File: config.mk
export PLATFORM = sky130hd
export DESIGN_NAME = i2c_reg_seq_flat
export DESIGN_NICKNAME = d
export VERILOG_FILES = /design/src/rtl/i2c_reg_seq_if.sv /design/src/rtl/i2c_reg_seq.sv /design/src/flat_wrapper.sv
export SDC_FILE = /design/constraint.sdc
export NUM_CORES = 1
export LEC_CHECK = 0
export ABC_AREA = 1
export CORE_MARGIN = 2
export CORE_UTILIZATION = 40
export CTS_CLUSTER_SIZE = 12
export DETAILED_ROUTE_END_ITERATION = 12
export GPL_ROUTABILITY_DRIVEN = 0
export PLACE_DENSITY_LB_ADDON = 0.3
export SYNTH_ARGS = -nofsm -noshare
export SYNTH_HDL_FRONTEND = slang
export SYNTH_SLANG_ARGS = --single-unit
export TNS_END_PERCENT = 5
File: constraint.sdc
create_clock -name clk -period 4.05 [get_ports clk]
set_input_delay 1.0125 -clock clk [delete_from_list [all_inputs] [get_ports clk]]
set_output_delay 1.0125 -clock clk [all_outputs]
set_load 0.05 [all_outputs]
File: src/rtl/i2c_reg_seq_if.sv
`default_nettype none
// ============================================================================
//  Module      : i2c_reg_seq_if
//  Description : Bundle of the i2c_reg_seq host request/response signals and
//                the command/status handshake towards i2c_master.
//                Ports (by group):
//                  request   : req_vld, req_rdy, req_rd, req_sla, req_reg, req_len
//                  write data: wr_dat, wr_vld, wr_rdy
//                  read data : rd_dat, rd_vld
//                  result    : done, err, err_stat
//                  master    : m_cmd, m_dat, m_ws, m_stat, m_dat_out
//                Modport 'slave' is the sequencer view; modport 'master' is
//                the view of everything around it (host + i2c_master).
//  Revision    : 1.0  initial release
// ============================================================================
interface i2c_reg_seq_if #(
   parameter int LEN_W = 8,
   parameter int C_SZ  = 6,
   parameter int S_SZ  = 4
);
   logic             req_vld;
   logic             req_rdy;
   logic             req_rd;
   logic [6:0]       req_sla;
   logic [7:0]       req_reg;
   logic [LEN_W-1:0] req_len;
   logic [7:0]       wr_dat;
   logic             wr_vld;
   logic             wr_rdy;
   logic [7:0]       rd_dat;
   logic             rd_vld;
   logic             done;
   logic             err;
   logic [S_SZ-1:0]  err_stat;
   logic [C_SZ-1:0]  m_cmd;
   logic [7:0]       m_dat;
   logic             m_ws;
   logic [S_SZ-1:0]  m_stat;
   logic [7:0]       m_dat_out;

   modport slave (
      input  req_vld, req_rd, req_sla, req_reg, req_len, wr_dat, wr_vld,
             m_stat, m_dat_out,
      output req_rdy, wr_rdy, rd_dat, rd_vld, done, err, err_stat,
             m_cmd, m_dat, m_ws
   );

   modport master (
      output req_vld, req_rd, req_sla, req_reg, req_len, wr_dat, wr_vld,
             m_stat, m_dat_out,
      input  req_rdy, wr_rdy, rd_dat, rd_vld, done, err, err_stat,
             m_cmd, m_dat, m_ws
   );
endinterface
`default_nettype wire

File: src/rtl/i2c_reg_seq.sv
`default_nettype none
// ============================================================================
//  Module      : i2c_reg_seq
//  Description : Command sequencer for i2c_master. Converts one register
//                read/write request into START+address, register index,
//                data bytes, optional repeated START and STOP, using the
//                master's cmd / ws / stat handshake. Performs error recovery
//                (clear status, release the bus with STOP) and reports a
//                per-request done/err/err_stat result.
//                Ports:
//                  clk      : system clock (shared with i2c_master)
//                  aresetn  : synchronous active-low reset
//                  bus      : i2c_reg_seq_if.slave (host + master signals)
//  Revision    : 1.0  initial release
// ============================================================================
module i2c_reg_seq #(
   parameter int LEN_W   = 8,
   parameter int TMO_CYC = 200000
) (
   input  logic         clk,
   input  logic         aresetn,
   i2c_reg_seq_if.slave bus
);
   localparam int C_SZ = 6;
   localparam int S_SZ = 4;

   // i2c_master command bits
   localparam logic [C_SZ-1:0] C_STRT = 6'b000001;
   localparam logic [C_SZ-1:0] C_STOP = 6'b000010;
   localparam logic [C_SZ-1:0] C_READ = 6'b000100;
   localparam logic [C_SZ-1:0] C_WRTE = 6'b001000;
   localparam logic [C_SZ-1:0] C_NACK = 6'b010000;
   localparam logic [C_SZ-1:0] C_CLRS = 6'b100000;

   // i2c_master status bit positions (bit 3 = arbitration lost, captured only)
   localparam int SB_DON = 0;
   localparam int SB_ERR = 1;
   localparam int SB_BBY = 2;

   localparam bit TMO_EN = (TMO_CYC != 0);
   localparam int TMO_W  = (TMO_CYC > 1) ? $clog2(TMO_CYC) : 1;
   localparam logic [TMO_W-1:0] TMO_LAST = TMO_W'((TMO_CYC > 0) ? TMO_CYC - 1 : 0);

   typedef enum logic [2:0] {
      ST_IDLE  = 3'd0,
      ST_FETCH = 3'd1,
      ST_ISSUE = 3'd2,
      ST_GAP   = 3'd3,
      ST_POLL  = 3'd4
   } state_e;

   // Which command of the transfer is currently in flight
   typedef enum logic [2:0] {
      SP_ADDR  = 3'd0,
      SP_REG   = 3'd1,
      SP_RADDR = 3'd2,
      SP_DATA  = 3'd3,
      SP_CLRS  = 3'd4,
      SP_RSTOP = 3'd5
   } step_e;

   state_e           state_q,    state_d;
   step_e            step_q,     step_d;
   logic             rd_q,       rd_d;
   logic [6:0]       sla_q,      sla_d;
   logic [7:0]       reg_q,      reg_d;
   logic [LEN_W-1:0] cnt_q,      cnt_d;
   logic [C_SZ-1:0]  m_cmd_q,    m_cmd_d;
   logic [7:0]       m_dat_q,    m_dat_d;
   logic [7:0]       rd_dat_q,   rd_dat_d;
   logic             rd_vld_q,   rd_vld_d;
   logic             done_q,     done_d;
   logic             err_q,      err_d;
   logic [S_SZ-1:0]  err_stat_q, err_stat_d;
   logic [TMO_W-1:0] tmo_q,      tmo_d;

   logic             last;
   logic             last_next;
   logic [LEN_W-1:0] cnt_dec;
   logic             st_don;
   logic             st_err;
   logic             tmo_hit;

   assign last      = (cnt_q == LEN_W'(1));
   assign cnt_dec   = cnt_q - 1'b1;
   assign last_next = (cnt_dec == LEN_W'(1));
   assign st_don    = bus.m_stat[SB_DON];
   assign st_err    = bus.m_stat[SB_ERR];
   assign tmo_hit   = TMO_EN && (tmo_q == TMO_LAST);

   always_ff @(posedge clk) begin
      if (!aresetn) begin
         state_q    <= ST_IDLE;
         step_q     <= SP_ADDR;
         rd_q       <= 1'b0;
         sla_q      <= '0;
         reg_q      <= '0;
         cnt_q      <= '0;
         m_cmd_q    <= '0;
         m_dat_q    <= '0;
         rd_dat_q   <= '0;
         rd_vld_q   <= 1'b0;
         done_q     <= 1'b0;
         err_q      <= 1'b0;
         err_stat_q <= '0;
         tmo_q      <= '0;
      end else begin
         state_q    <= state_d;
         step_q     <= step_d;
         rd_q       <= rd_d;
         sla_q      <= sla_d;
         reg_q      <= reg_d;
         cnt_q      <= cnt_d;
         m_cmd_q    <= m_cmd_d;
         m_dat_q    <= m_dat_d;
         rd_dat_q   <= rd_dat_d;
         rd_vld_q   <= rd_vld_d;
         done_q     <= done_d;
         err_q      <= err_d;
         err_stat_q <= err_stat_d;
         tmo_q      <= tmo_d;
      end
   end

   always_comb begin
      state_d    = state_q;
      step_d     = step_q;
      rd_d       = rd_q;
      sla_d      = sla_q;
      reg_d      = reg_q;
      cnt_d      = cnt_q;
      m_cmd_d    = m_cmd_q;
      m_dat_d    = m_dat_q;
      rd_dat_d   = rd_dat_q;
      rd_vld_d   = 1'b0;
      done_d     = 1'b0;
      err_d      = 1'b0;
      err_stat_d = err_stat_q;
      tmo_d      = '0;

      case (state_q)
         ST_IDLE: begin
            if (bus.req_vld) begin
               rd_d    = bus.req_rd;
               sla_d   = bus.req_sla;
               reg_d   = bus.req_reg;
               cnt_d   = bus.req_len;
               step_d  = SP_ADDR;
               m_cmd_d = C_STRT | C_WRTE;
               m_dat_d = {bus.req_sla, 1'b0};
               state_d = ST_ISSUE;
            end
         end

         ST_FETCH: begin
            // Bus stays held for as long as the host withholds data
            if (bus.wr_vld) begin
               m_dat_d = bus.wr_dat;
               m_cmd_d = C_WRTE | (last ? C_STOP : '0);
               state_d = ST_ISSUE;
            end
         end

         ST_ISSUE: begin
            state_d = ST_GAP;
         end

         ST_GAP: begin
            // CLRS is fire-and-forget; decide on the bus release straight away
            if (step_q == SP_CLRS) begin
               if (err_stat_q[SB_BBY]) begin
                  m_cmd_d = C_STOP;
                  m_dat_d = '0;
                  step_d  = SP_RSTOP;
                  state_d = ST_ISSUE;
               end else begin
                  done_d  = 1'b1;
                  err_d   = 1'b1;
                  state_d = ST_IDLE;
               end
            end else begin
               state_d = ST_POLL;
            end
         end

         ST_POLL: begin
            if (step_q == SP_RSTOP) begin
               // Outcome of the recovery STOP does not change the result
               if (st_don || st_err || tmo_hit) begin
                  done_d  = 1'b1;
                  err_d   = 1'b1;
                  state_d = ST_IDLE;
               end else begin
                  tmo_d = tmo_q + 1'b1;
               end
            end else if (st_err || (!st_don && tmo_hit)) begin
               // Error wins over a simultaneous DON
               err_stat_d = st_err ? bus.m_stat : '1;
               m_cmd_d    = C_CLRS;
               m_dat_d    = '0;
               step_d     = SP_CLRS;
               state_d    = ST_ISSUE;
            end else if (st_don) begin
               case (step_q)
                  SP_ADDR: begin
                     m_cmd_d = C_WRTE | ((cnt_q == '0) ? C_STOP : '0);
                     m_dat_d = reg_q;
                     step_d  = SP_REG;
                     state_d = ST_ISSUE;
                  end
                  SP_REG: begin
                     if (cnt_q == '0) begin
                        done_d  = 1'b1;
                        state_d = ST_IDLE;
                     end else if (rd_q) begin
                        m_cmd_d = C_STRT | C_WRTE;
                        m_dat_d = {sla_q, 1'b1};
                        step_d  = SP_RADDR;
                        state_d = ST_ISSUE;
                     end else begin
                        step_d  = SP_DATA;
                        state_d = ST_FETCH;
                     end
                  end
                  SP_RADDR: begin
                     m_cmd_d = C_READ | (last ? (C_NACK | C_STOP) : '0);
                     step_d  = SP_DATA;
                     state_d = ST_ISSUE;
                  end
                  SP_DATA: begin
                     if (rd_q) begin
                        rd_dat_d = bus.m_dat_out;
                        rd_vld_d = 1'b1;
                     end
                     // Counter stops at 1 so a full-scale length never wraps
                     if (last) begin
                        done_d  = 1'b1;
                        state_d = ST_IDLE;
                     end else begin
                        cnt_d = cnt_dec;
                        if (rd_q) begin
                           m_cmd_d = C_READ | (last_next ? (C_NACK | C_STOP) : '0);
                           state_d = ST_ISSUE;
                        end else begin
                           state_d = ST_FETCH;
                        end
                     end
                  end
                  default: begin
                     state_d = ST_IDLE;
                  end
               endcase
            end else begin
               tmo_d = tmo_q + 1'b1;
            end
         end

         default: begin
            state_d = ST_IDLE;
         end
      endcase
   end

   assign bus.req_rdy  = (state_q == ST_IDLE);
   assign bus.wr_rdy   = (state_q == ST_FETCH);
   assign bus.m_ws     = (state_q == ST_ISSUE);
   assign bus.m_cmd    = m_cmd_q;
   assign bus.m_dat    = m_dat_q;
   assign bus.rd_dat   = rd_dat_q;
   assign bus.rd_vld   = rd_vld_q;
   assign bus.done     = done_q;
   assign bus.err      = err_q;
   assign bus.err_stat = err_stat_q;
endmodule
`default_nettype wire

File: src/flat_wrapper.sv
// flat-port wrapper written by rule: the top's interface ports become plain ports
module i2c_reg_seq_flat 
#(
   parameter int LEN_W   = 8,
   parameter int TMO_CYC = 200000
)
  (clk, aresetn, bus_req_vld, bus_req_rd, bus_req_sla, bus_req_reg, bus_req_len, bus_wr_dat, bus_wr_vld, bus_m_stat, bus_m_dat_out, bus_req_rdy, bus_wr_rdy, bus_rd_dat, bus_rd_vld, bus_done, bus_err, bus_err_stat, bus_m_cmd, bus_m_dat, bus_m_ws);
  i2c_reg_seq_if #(.LEN_W(LEN_W)) bus_i ();
  input  logic clk;
  input  logic aresetn;
  input wire logic [$bits(bus_i.req_vld)-1:0] bus_req_vld;
  input wire logic [$bits(bus_i.req_rd)-1:0] bus_req_rd;
  input wire logic [$bits(bus_i.req_sla)-1:0] bus_req_sla;
  input wire logic [$bits(bus_i.req_reg)-1:0] bus_req_reg;
  input wire logic [$bits(bus_i.req_len)-1:0] bus_req_len;
  input wire logic [$bits(bus_i.wr_dat)-1:0] bus_wr_dat;
  input wire logic [$bits(bus_i.wr_vld)-1:0] bus_wr_vld;
  input wire logic [$bits(bus_i.m_stat)-1:0] bus_m_stat;
  input wire logic [$bits(bus_i.m_dat_out)-1:0] bus_m_dat_out;
  output wire logic [$bits(bus_i.req_rdy)-1:0] bus_req_rdy;
  output wire logic [$bits(bus_i.wr_rdy)-1:0] bus_wr_rdy;
  output wire logic [$bits(bus_i.rd_dat)-1:0] bus_rd_dat;
  output wire logic [$bits(bus_i.rd_vld)-1:0] bus_rd_vld;
  output wire logic [$bits(bus_i.done)-1:0] bus_done;
  output wire logic [$bits(bus_i.err)-1:0] bus_err;
  output wire logic [$bits(bus_i.err_stat)-1:0] bus_err_stat;
  output wire logic [$bits(bus_i.m_cmd)-1:0] bus_m_cmd;
  output wire logic [$bits(bus_i.m_dat)-1:0] bus_m_dat;
  output wire logic [$bits(bus_i.m_ws)-1:0] bus_m_ws;
  assign bus_i.req_vld = bus_req_vld;
  assign bus_i.req_rd = bus_req_rd;
  assign bus_i.req_sla = bus_req_sla;
  assign bus_i.req_reg = bus_req_reg;
  assign bus_i.req_len = bus_req_len;
  assign bus_i.wr_dat = bus_wr_dat;
  assign bus_i.wr_vld = bus_wr_vld;
  assign bus_i.m_stat = bus_m_stat;
  assign bus_i.m_dat_out = bus_m_dat_out;
  assign bus_req_rdy = bus_i.req_rdy;
  assign bus_wr_rdy = bus_i.wr_rdy;
  assign bus_rd_dat = bus_i.rd_dat;
  assign bus_rd_vld = bus_i.rd_vld;
  assign bus_done = bus_i.done;
  assign bus_err = bus_i.err;
  assign bus_err_stat = bus_i.err_stat;
  assign bus_m_cmd = bus_i.m_cmd;
  assign bus_m_dat = bus_i.m_dat;
  assign bus_m_ws = bus_i.m_ws;
  i2c_reg_seq #(.LEN_W(LEN_W), .TMO_CYC(TMO_CYC)) u_core (.clk(clk), .aresetn(aresetn), .bus(bus_i));
endmodule
Yosys cells after proc, flatten, opt, wreduce, memory -nomap -nowiden
Cells that the tools add are included.
- add/sub/neg operators: 2
- eq/ne operators: 31
- mux-type cells: 76
- bitwise gates (word level): 6
- reductions and logical operators: 22
- operator list (kind ; count):
    8-bit 2-to-1 mux ; 15
    18-bit 2-to-1 mux ; 4
    6-bit 2-to-1 mux ; 11
    3-bit 2-to-1 mux ; 16
    6-bit one-hot mux with 4 select lines ; 2
    8-bit one-hot mux with 2 select lines ; 2
    8-bit one-hot mux with 4 select lines ; 1
    3-bit one-hot mux with 3 select lines ; 3
    18-bit by 1-bit adder with 18-bit output (second input constant) ; 1
    18-bit equality test (second input constant) ; 1
    8-bit by 1-bit equality test with 1-bit output (second input constant) ; 2
    3-bit one-hot mux with 5 select lines ; 1
    3-bit by 2-bit equality test with 1-bit output (second input constant) ; 4
    2-bit inequality test (second input constant) ; 6
    4-bit by 2-bit inequality test with 1-bit output (second input constant) ; 3
    12-bit AND reduction ; 1
    1-bit 2-to-1 mux ; 11
    5-bit 2-to-1 mux ; 2
    10-bit AND reduction ; 1
    3-bit equality test (second input constant) ; 3
    8-bit zero test ; 1
    2-bit 2-to-1 mux ; 4
    4-bit by 3-bit inequality test with 1-bit output (second input constant) ; 2
    8-bit AND reduction ; 1
    other kinds (25) ; 39
- register bits after elaboration: 77
- input port bits: 48
- output and inout bits: 32

Depth between registers and ports, before layout
Gate-level depths: netlist of the first run.
- depth after elaboration: 10
- mapped depth: 14
- gate-level depth less buffers: 14

Worst setup path before layout of the first run
No wires, ideal clock.
- path type: reg-to-output
- start: register u_core.state_q[2]
- end: output port bus_m_ws
- data arrival time: 1.496 ns
- required time: 3.038 ns
- setup slack: 1.542 ns
- cell stages (with the launch flop): 2
- cells stage by stage: dfxtp_1 nor3_1
- word-level cells in the longest chain between the ends: 1
- ends and longest elaborated chain (what ; line ; text):
    from (decl) ; i2c_reg_seq.sv:62 ; state_e state_q, state_d;
    from (signal assigned) ; i2c_reg_seq.sv:108 ; state_q <= state_d;
    3-bit by 2-bit equality test with 1-bit output ; i2c_reg_seq.sv:266 ; assign bus.m_ws = (state_q == ST_ISSUE);
    to (decl) ; flat_wrapper.sv:29 ; output wire logic [$bits(bus_i.m_ws)-1:0] bus_m_ws;
Every way passes these cells.

Final worst setup path of the first run
- start: register u_core.state_q[2]
- end: output port bus_wr_rdy
- word-level cells in the longest chain between the ends: 1
- ends and longest elaborated chain (what ; line ; text):
    3-bit by 1-bit equality test with 1-bit output ; i2c_reg_seq.sv:265 ; assign bus.wr_rdy = (state_q == ST_FETCH);
    to (decl) ; flat_wrapper.sv:21 ; output wire logic [$bits(bus_i.wr_rdy)-1:0] bus_wr_rdy;
Every way passes these cells.

==> impl_metrics.json, run 1 <==
{
  "synth_edf_count": 0,
  "first_pass_iters": 5,
  "grt_pass1_vias": 3790,
  "post_cts_buffers": 0,
  "netlist_top_cells_area": "dfxtp_1, nand2_1, nor2_1",
  "vias": 3964,
  "cpMaxStageDelayCell": "clkdlybuf4s50_1",
  "worst_ep_arrival_time_ps": 2140,
  "layout_common_cells": "nand2_1, clkdlybuf4s50_1, nor2_1",
  "syn_avg_cell_area_um2": 7.27,
  "cts_root_buf": "clkbuf_8",
  "synthesis.area_um2": 4130,
  "hp-start": "u_core.sla_q[6]",
  "endpoint_kind": "output port",
  "clk_pin_slew_ps": 80,
  "synth_top_area_share_pct": 37.3,
  "vias_per_cell": 5.06,
  "drt_first_iter_violations": 218,
  "clockBufferDepth": 2,
  "die_w_um": 106,
  "max_freq_mhz": 317,
  "ys_seq_area_share_pct": 37.3,
  "final_common_cell": "nand2_1",
  "fin_nets": 694,
  "layout_min_cycle_time_ps": 3150,
  "cp_data_required_time_ps": 3040,
  "p_per_area_nw_per_um2": 388,
  "cp_max_fo": 11,
  "maxSlewViolCount": 0,
  "cts_inserted_buffers": 9,
  "n_antenna_cell": 0,
  "critical_path.startpoint_type": "flop",
  "path_cells": "inv_2, nand3_1, inv_1, clkdlybuf4s50_1",
  "r2r_cells": 9,
  "rsz0062_at_grt": "false",
  "grt_max_degree": 29,
  "r2r_start": "u_core.tmo_q[0]",
  "min_to": "u_core.sla_q[6]",
  "ys_types": 50,
  "ios": 80,
  "ant_nets": 0,
  "drive_gt1_share_pct": 11.3,
  "synth_ff_type": "dfxtp_1",
  "p_comb_share_pct": 27.0,
  "grt_pass1_wl_um": 17000,
  "p_leak_nw": 2.04,
  "cts_tree": "done",
  "overflow": 0,
  "rows": 37,
  "pwr-share-seq_pct": 42.2,
  "status": "completed",
  "whs_path_depth": 2,
  "multiInputGateArea_um2": 2230,
  "maxSlewHeadroom_pct": 53.3,
  "port_buffers": 79,
  "synthCells": 569,
  "setup_viol": 0,
  "track_usage_pct": 18.8,
  "clock-skew-final_ps": 7.49,
  "max_stage_delay_ps": 890,
  "regArea_um2": 1540,
  "die_h_um": 106,
  "async_reset_ff_share_pct": 0,
  "finalPower_w": 0.00202,
  "internal_power_w": 0.00134,
  "cts_hold_buf": 0,
  "die_area_um2": 11200,
  "fillerInstances": 1027,
  "cap_viol_max_count": 0,
  "hold_violations": 0,
  "synth.largest_area_cell": "dfxtp_1",
  "ys_ff_latch": 77,
  "synth_warnings": 0,
  "core_area_um2": 10200,
  "fin_tns_setup_ps": 0,
  "r2r_slack_ps": 1890,
  "ir_drop_mv": 0.236,
  "hold_path_class": "flop to flop",
  "wirelength_um": 10500,
  "grt_antenna_before_repair": 0,
  "cts.sinks": 77,
  "switching_share_pct": 33.8,
  "htreeDepth": 3,
  "start_util_pct": 40.6,
  "tightest_slew_ps": 698,
  "synth_fp_nets": 621,
  "dp_hpwl_um": 7870,
  "cts-resized-gates": 0,
  "wire_per_inst_um": 13.3,
  "period_share_pct": 77.8,
  "area_delta_synth_final_pct": 25.8,
  "p_clk_share_pct": 30.8,
  "p_switching_w": 0.000682,
  "worst-setup-path-type": "flop to output port",
  "clk_latency_ps": 350,
  "drc": 0,
  "reg2reg_to": "u_core.bus.err_stat[0]"
}
==> synth_stat cells, types with 2 or more instances <==
cell type  count
xor2_1        10
nand2_1      107
buf_2          5
nor3_1        10
dfxtp_1       77
nor2_4         6
nand2_4        3
nor2_2         6
nand3_4        4
a21oi_1       46
clkbuf_1       6
nand2_2        8
xnor2_1        4
nand3_2        5
o21ai_1        3
nand4_1       12
inv_1         48
nor2_1        78
o21ai_0       44
nand3_1       28
ha_1           4
inv_4          2
buf_6          6
a211oi_1       2
inv_2         10
nand4_4        2
a22oi_1        7
nor3_2         2
nand3b_1       3
==> flip-flops by register name (all words and copies together) (netlist names), 3 cells and up <==
signal               cells
u_core.tmo_q            18
u_core.bus.err_stat      4
u_core.step_q            3
u_core.sla_q             7
u_core.bus.m_dat         8
u_core.reg_q             8
u_core.bus.m_cmd         6
u_core.bus.rd_dat        8
u_core.cnt_q             8
u_core.state_q           3
==> cells by family (layout without fill, tap and decap cells) <==
| group | count (synthesis) | in the layout | synth area share (%) |
|---|---|---|---|
| adders and majority gates | 4 | 4 | 1.21 |
| DFF | 77 | 77 | 37.3 |
| xor gates and xnor gates | 14 | 14 | 2.97 |
| and+or+nand+nor | 283 | 283 | 35.1 |
| AOI/OAI and AO/OA | 111 | 111 | 14.6 |
| buffers and inverters | 80 | 158 | 8.75 |
==> area by class of cell <==
| cell class | instances | area share, % |
|---|---|---|
| clock buffers | 11 | 2.91 |
| multi-input cells | 412 | 42.9 |
| repair buffers | 80 | 15.4 |
| inverters | 62 | 4.67 |
| flip-flops and latches | 77 | 29.6 |
| well taps | 136 | 3.27 |
| clock inverters | 5 | 1.25 |
==> critical path: cells and delay by family, from the launching register on <==
kind | cells | cell delay (ps)
and+or+nand+nor | 1 | 90
buffers and inverters | 3 | 1320
DFF | 1 | 380
==> power by group through the flow <==
stage               clock network (W)  registers, W  logic (W)
floorplan                           0      0.000935   0.000318
global placement                    0      0.000867   0.000538
detailed placement                  0      0.000869   0.000544
CTS                          0.000638      0.000852   0.000547
global route                 0.000661      0.000859   0.000597
finish                       0.000622      0.000852   0.000546
==> through the flow <==
step	util [%]	instance area [um^2]	setup slack (ps)	std cells	hold slack (ps)
final	51.1	5200	898	783	452
after global routing	51.1	5200	774	783	471
after CTS	51.1	5200	863	783	454
after detailed placement	48.9	4980	1170	767	440
after global placement	48.9	4980	1190	767	432
after floorplan	-	4130	1540	569	425
==> layer usage <==
layer | vias up | part of all wire [%] | track usage [%]
li1 | 2009 | - | -
met1 | 1825 | 44 | 23.3
met2 | 111 | 48 | 31.6
met3 | 19 | 5.9 | 4.45
met4 | 0 | 2.3 | 7.05
met5 | - | 0 | 0
==> how the worst max path moves through the flow <==
| stage | from | endpoint | slack (ps) | depth (start not counted) |
|---|---|---|---|---|
| floorplan | u_core.state_q[2] | bus_m_ws | 1540 | 1 |
| global placement | bus_req_vld | u_core.bus.m_dat[6] | 1190 | 8 |
| detailed placement | bus_req_vld | u_core.bus.m_dat[1] | 1170 | 8 |
| CTS | u_core.state_q[2] | bus_wr_rdy | 860 | 4 |
| global route | u_core.state_q[2] | bus_wr_rdy | 770 | 4 |
| finish | u_core.state_q[2] | bus_wr_rdy | 900 | 4 |
No activity file was read; power rests on OpenSTA's default activity.
==> inputs of run 2 (changes only) <==
==> constraint.sdc (replaced) <==
create_clock -name clk -period 2.8 [get_ports clk]
set_input_delay 0.7 -clock clk [delete_from_list [all_inputs] [get_ports clk]]
set_output_delay 0.7 -clock clk [all_outputs]
set_load 0.05 [all_outputs]
==> run 2 against run 1 <==
Against the previous run:
- largest cell class unchanged
- combinational power up 45%
- critical path depth did not move
- cell count up 0.64%
- non-clock buffer count increased by 5
==> impl_metrics.json, run 2 (same netlist as run 1, synthesis figures left out) <==
{
  "final_common_cell": "nand2_1",
  "ios": 80,
  "cp_data_required_time_ps": 2100,
  "cts_tree": "done",
  "start_util_pct": 40.6,
  "hold_path_class": "flop to flop",
  "setup_viol": 0,
  "worst_ep_arrival_time_ps": 1840,
  "worst_slack_ps": 263,
  "finalInstanceArea_um2": 5260,
  "post_cts_buffers": 0,
  "max_freq_mhz": 394,
  "critical_path.startpoint_type": "flop",
  "clk_latency_ps": 350,
  "die_area_um2": 11200,
  "clockBufferDepth": 2,
  "p_per_area_nw_per_um2": 568,
  "status": "completed",
  "largest_reg_flops": 18,
  "dp_slack_ps": 250,
  "layout_min_cycle_time_ps": 2540,
  "maxSlewHeadroom_pct": 57.0,
  "clk_pin_slew_ps": 80,
  "hold_violations": 0,
  "cts.sinks": 77,
  "p_leak_nw": 2.08,
  "fin_tns_setup_ps": 0,
  "ant_nets": 0,
  "dp_hpwl_um": 7860,
  "grt_pass1_wl_um": 17100,
  "first_pass_iters": 5,
  "cpMaxStageDelayCell": "clkdlybuf4s50_1",
  "ir_drop_mv": 0.361,
  "maxSlewViolCount": 0,
  "fillerInstances": 1011,
  "n_antenna_cell": 0,
  "cts_inserted_buffers": 9,
  "post_dp_cell_area_um2": 5020,
  "path_cells": "inv_2, nand3_1, inv_1, clkdlybuf4s50_1",
  "cp_max_fo": 4,
  "core_area_um2": 10200,
  "area_delta_synth_final_pct": 27.1,
  "die_w_um": 106,
  "drt_first_iter_violations": 257,
  "max_stage_delay_ps": 810,
  "grt_antenna_before_repair": 0,
  "wirelength_um": 10300,
  "drc": 0,
  "finalPower_w": 0.00298,
  "grt_max_degree": 24,
  "die_h_um": 106,
  "endpoint_kind": "output port",
  "cap_viol_max_count": 0,
  "vias_per_cell": 5.02,
  "track_usage_pct": 18.7,
  "grt_pass1_vias": 3737,
  "layout_common_cells": "nand2_1, nor2_1, clkdlybuf4s50_1",
  "whs_ps": 446,
  "rows": 37,
  "wire_per_inst_um": 13.1,
  "cts_root_buf": "clkbuf_8",
  "worst-setup-path-type": "flop to output port",
  "tightest_slew_ps": 643,
  "rsz0062_at_grt": "false",
  "vias": 3957,
  "port_buffers": 79,
  "htreeDepth": 3,
  "overflow": 0,
  "drive_gt1_share_pct": 12.0,
  "fin_nets": 699,
  "largest-register": "u_core.tmo_q",
  "period_share_pct": 90.6,
  "clock-skew-final_ps": 14.2
}
==> run 2: stage by stage <==
step,instances,utilization (%)
4_1_cts,788,51.6
3_3_place_gp,772,49.3
2_1_floorplan,569,-
5_1_grt,788,51.6
6_report,788,51.6
3_5_place_dp,772,49.3
==> run 2: per-layer routing <==
layer	vias to the layer above	track usage, %	part of all wire [%]
met5	-	0	0
met4	0	6.02	1.1
met3	9	3.96	5.4
met2	97	31.5	48
met1	1828	23.9	46
li1	2023	-	-
==> run 2: critical path: cells and delay by family, from the launching register on <==
family	cells	cell delay [ps]
flip-flops	1	370
AND/OR/NAND/NOR	1	90
buffers and inverters	3	1040
==> run 2: area by class of cell <==
type	count	area [um^2]	area share, %
well taps	136	170	3.24
clock buffers	10	138	2.62
multi-input cells	412	2230	42.5
inverters	62	243	4.62
repair buffers	85	838	16.0
flip-flops and latches	77	1540	29.3
clock inverters	6	93.8	1.79
==> run 2: final timing paths <==
path / start / endpoint / slack (ps) / depth (start not counted)
worst min register to register: u_core.bus.m_cmd[2] / u_core.bus.m_cmd[2] / 450 / 2
worst min-delay path: u_core.bus.m_cmd[2] / u_core.bus.m_cmd[2] / 450 / 2
worst max-delay path: u_core.state_q[2] / bus_wr_rdy / 260 / 4
worst max register to register: u_core.tmo_q[0] / u_core.bus.m_dat[0] / 710 / 10
==> run 2: timing repair <==
item	4_1_cts	5_1_grt
setup endpoints to repair	0	1
resized for setup	0	1
hold buffers	0	0
==> run 2: power by group <==
part / switching [W] / internal (W)
Combinational: 0.000499 / 0.000295
Sequential: 0.0000561 / 0.00118
Clock: 0.000425 / 0.000532
==> inputs of run 3 (changes only) <==
--- a/config.mk
+++ b/config.mk
@@ -11,7 +11,7 @@
 export CTS_CLUSTER_SIZE = 12
 export DETAILED_ROUTE_END_ITERATION = 12
 export GPL_ROUTABILITY_DRIVEN = 0
-export PLACE_DENSITY_LB_ADDON = 0.3
+export PLACE_DENSITY = 0.71
 export SYNTH_ARGS = -nofsm -noshare
 export SYNTH_HDL_FRONTEND = slang
 export SYNTH_SLANG_ARGS = --single-unit
==> run 3 against run 2 <==
Against the previous run:
- clock skew decreased by 1.6 ps
- global-route usage fell by 0.073 points
- die area is the same
- hold slack barely moved
- critical endpoint is now bus_m_ws
- largest power group unchanged
==> impl_metrics.json, run 3 (same netlist as run 1, synthesis figures left out) <==
{
  "status": "completed",
  "drt_first_iter_violations": 254,
  "wire_per_inst_um": 12.8,
  "cts_inserted_buffers": 9,
  "fin_tns_setup_ps": 0,
  "die_area_um2": 11200,
  "clockBufferDepth": 2,
  "cts-resized-gates": 0,
  "cp_data_required_time_ps": 2100,
  "internal_power_w": 0.00198,
  "overflow": 0,
  "start_util_pct": 40.6,
  "rsz0062_at_grt": "false",
  "regArea_um2": 1540,
  "multiInputGateArea_um2": 2230,
  "drive_gt1_share_pct": 11.5,
  "switching_share_pct": 33.0,
  "hold_violations": 0,
  "grtUsageMet3_pct": 3.77,
  "clk_pin_slew_ps": 80,
  "grt_pass1_vias": 3776,
  "area_delta_synth_final_pct": 26.6,
  "p_switching_w": 0.000973,
  "fin_nets": 698,
  "vias_per_cell": 4.97,
  "wirelength_um": 10100,
  "cts_root_buf": "clkbuf_8",
  "finalInstanceArea_um2": 5230,
  "endpoint_kind": "output port",
  "hold_path_class": "flop to flop",
  "grt_antenna_before_repair": 0,
  "grt_max_degree": 29,
  "fillerInstances": 994,
  "drc": 0,
  "ant_nets": 0,
  "worst-setup-path-type": "flop to output port",
  "p_comb_share_pct": 27.0,
  "worst_ep_arrival_time_ps": 1880,
  "first_pass_iters": 5,
  "layout_common_cells": "nand2_1, nor2_1, clkdlybuf4s50_1",
  "critical_path.startpoint_type": "flop",
  "cp_max_fo": 3,
  "maxSlewHeadroom_pct": 58.0,
  "die_w_um": 106,
  "track_usage_pct": 18.6,
  "met1_usage_pct": 25.1,
  "grtUsageMet2_pct": 29.9,
  "layout_min_cycle_time_ps": 2580,
  "pwr-share-seq_pct": 41.8,
  "p_leak_nw": 2.06,
  "ir_drop_mv": 0.275,
  "dp_hpwl_um": 7670,
  "rows": 37,
  "final_common_cell": "nand2_1",
  "htreeDepth": 3,
  "cts_tree": "done",
  "cap_viol_max_count": 0,
  "core_area_um2": 10200,
  "largest-register": "u_core.tmo_q",
  "n_antenna_cell": 0,
  "busiest_layer": "met2",
  "grt_pass1_wl_um": 17200,
  "whs_ps": 447,
  "port_buffers": 79,
  "cts.sinks": 77,
  "maxSlewViolCount": 0,
  "p_per_area_nw_per_um2": 564,
  "clk_latency_ps": 350,
  "vias": 3908,
  "setup_viol": 0,
  "clock-skew-final_ps": 12.6,
  "cts_hold_buf": 0,
  "max_freq_mhz": 388,
  "largest_reg_flops": 18,
  "post_cts_buffers": 0,
  "ios": 80,
  "p_clk_share_pct": 31.2,
  "die_h_um": 106,
  "tightest_slew_ps": 628,
  "period_share_pct": 92.1,
  "post_dp_cell_area_um2": 5010
}
[run 3: cell types whose count changed in the layout (fill, tap and decap cells not counted)]
cell      change
clkbuf_1      +2
buf_4         -1
clkbuf_8      -1
inv_6         -1
[run 3: per-layer routing]
metal	up-vias	part of all wire [%]
li1	2028	-
met5	-	0
met2	111	45
met4	0	1.8
met1	1757	48
met3	12	5.1
[run 3: power groups by stage]
| stage | combinational, W | clock, W | sequential, W |
|---|---|---|---|
| finish | 0.000796 | 0.000920 | 0.00123 |
| global route | 0.000876 | 0.000991 | 0.00124 |
| CTS | 0.000795 | 0.000943 | 0.00123 |
| detailed placement | 0.000790 | 0 | 0.00126 |
| global placement | 0.000778 | 0 | 0.00125 |
| floorplan | 0.000459 | 0 | 0.00135 |
[run 3: cell type report]
class / instances / share of cell area [%]
Clock buffer: 11 / 2.51
Clock inverter: 5 / 1.63
Inverter: 62 / 4.64
Multi-Input combinational cell: 412 / 42.6
Sequential cell: 77 / 29.5
Tap cell: 136 / 3.25
Timing Repair Buffer: 84 / 15.9
[run 3: through the flow]
step | std cells | util (%) | total power (W) | worst slack, ps
6_report | 787 | 51.4 | 0.00295 | 221
5_1_grt | 787 | 51.4 | 0.00311 | 129
4_1_cts | 787 | 51.4 | 0.00297 | 20.2
3_5_place_dp | 771 | 49.2 | 0.00205 | 288
3_3_place_gp | 771 | 49.2 | 0.00203 | 349
2_1_floorplan | 569 | - | 0.00181 | 604
[run 3: worst paths after layout]
path                             from                  end  slack (ps)  cells past startpoint
hold / removal    u_core.bus.m_cmd[2]  u_core.bus.m_cmd[2]         450                      2
setup / recovery    u_core.state_q[1]             bus_m_ws         220                      3
setup reg to reg      u_core.tmo_q[0]  u_core.bus.m_dat[1]         730                     10
hold reg to reg   u_core.bus.m_cmd[2]  u_core.bus.m_cmd[2]         450                      2
[run 3: critical path, stage by stage (launching register included)]
cell and delay (ps):
dfxtp_1 380, inv_1 70, nor3_1 210, clkdlybuf4s50_1 870
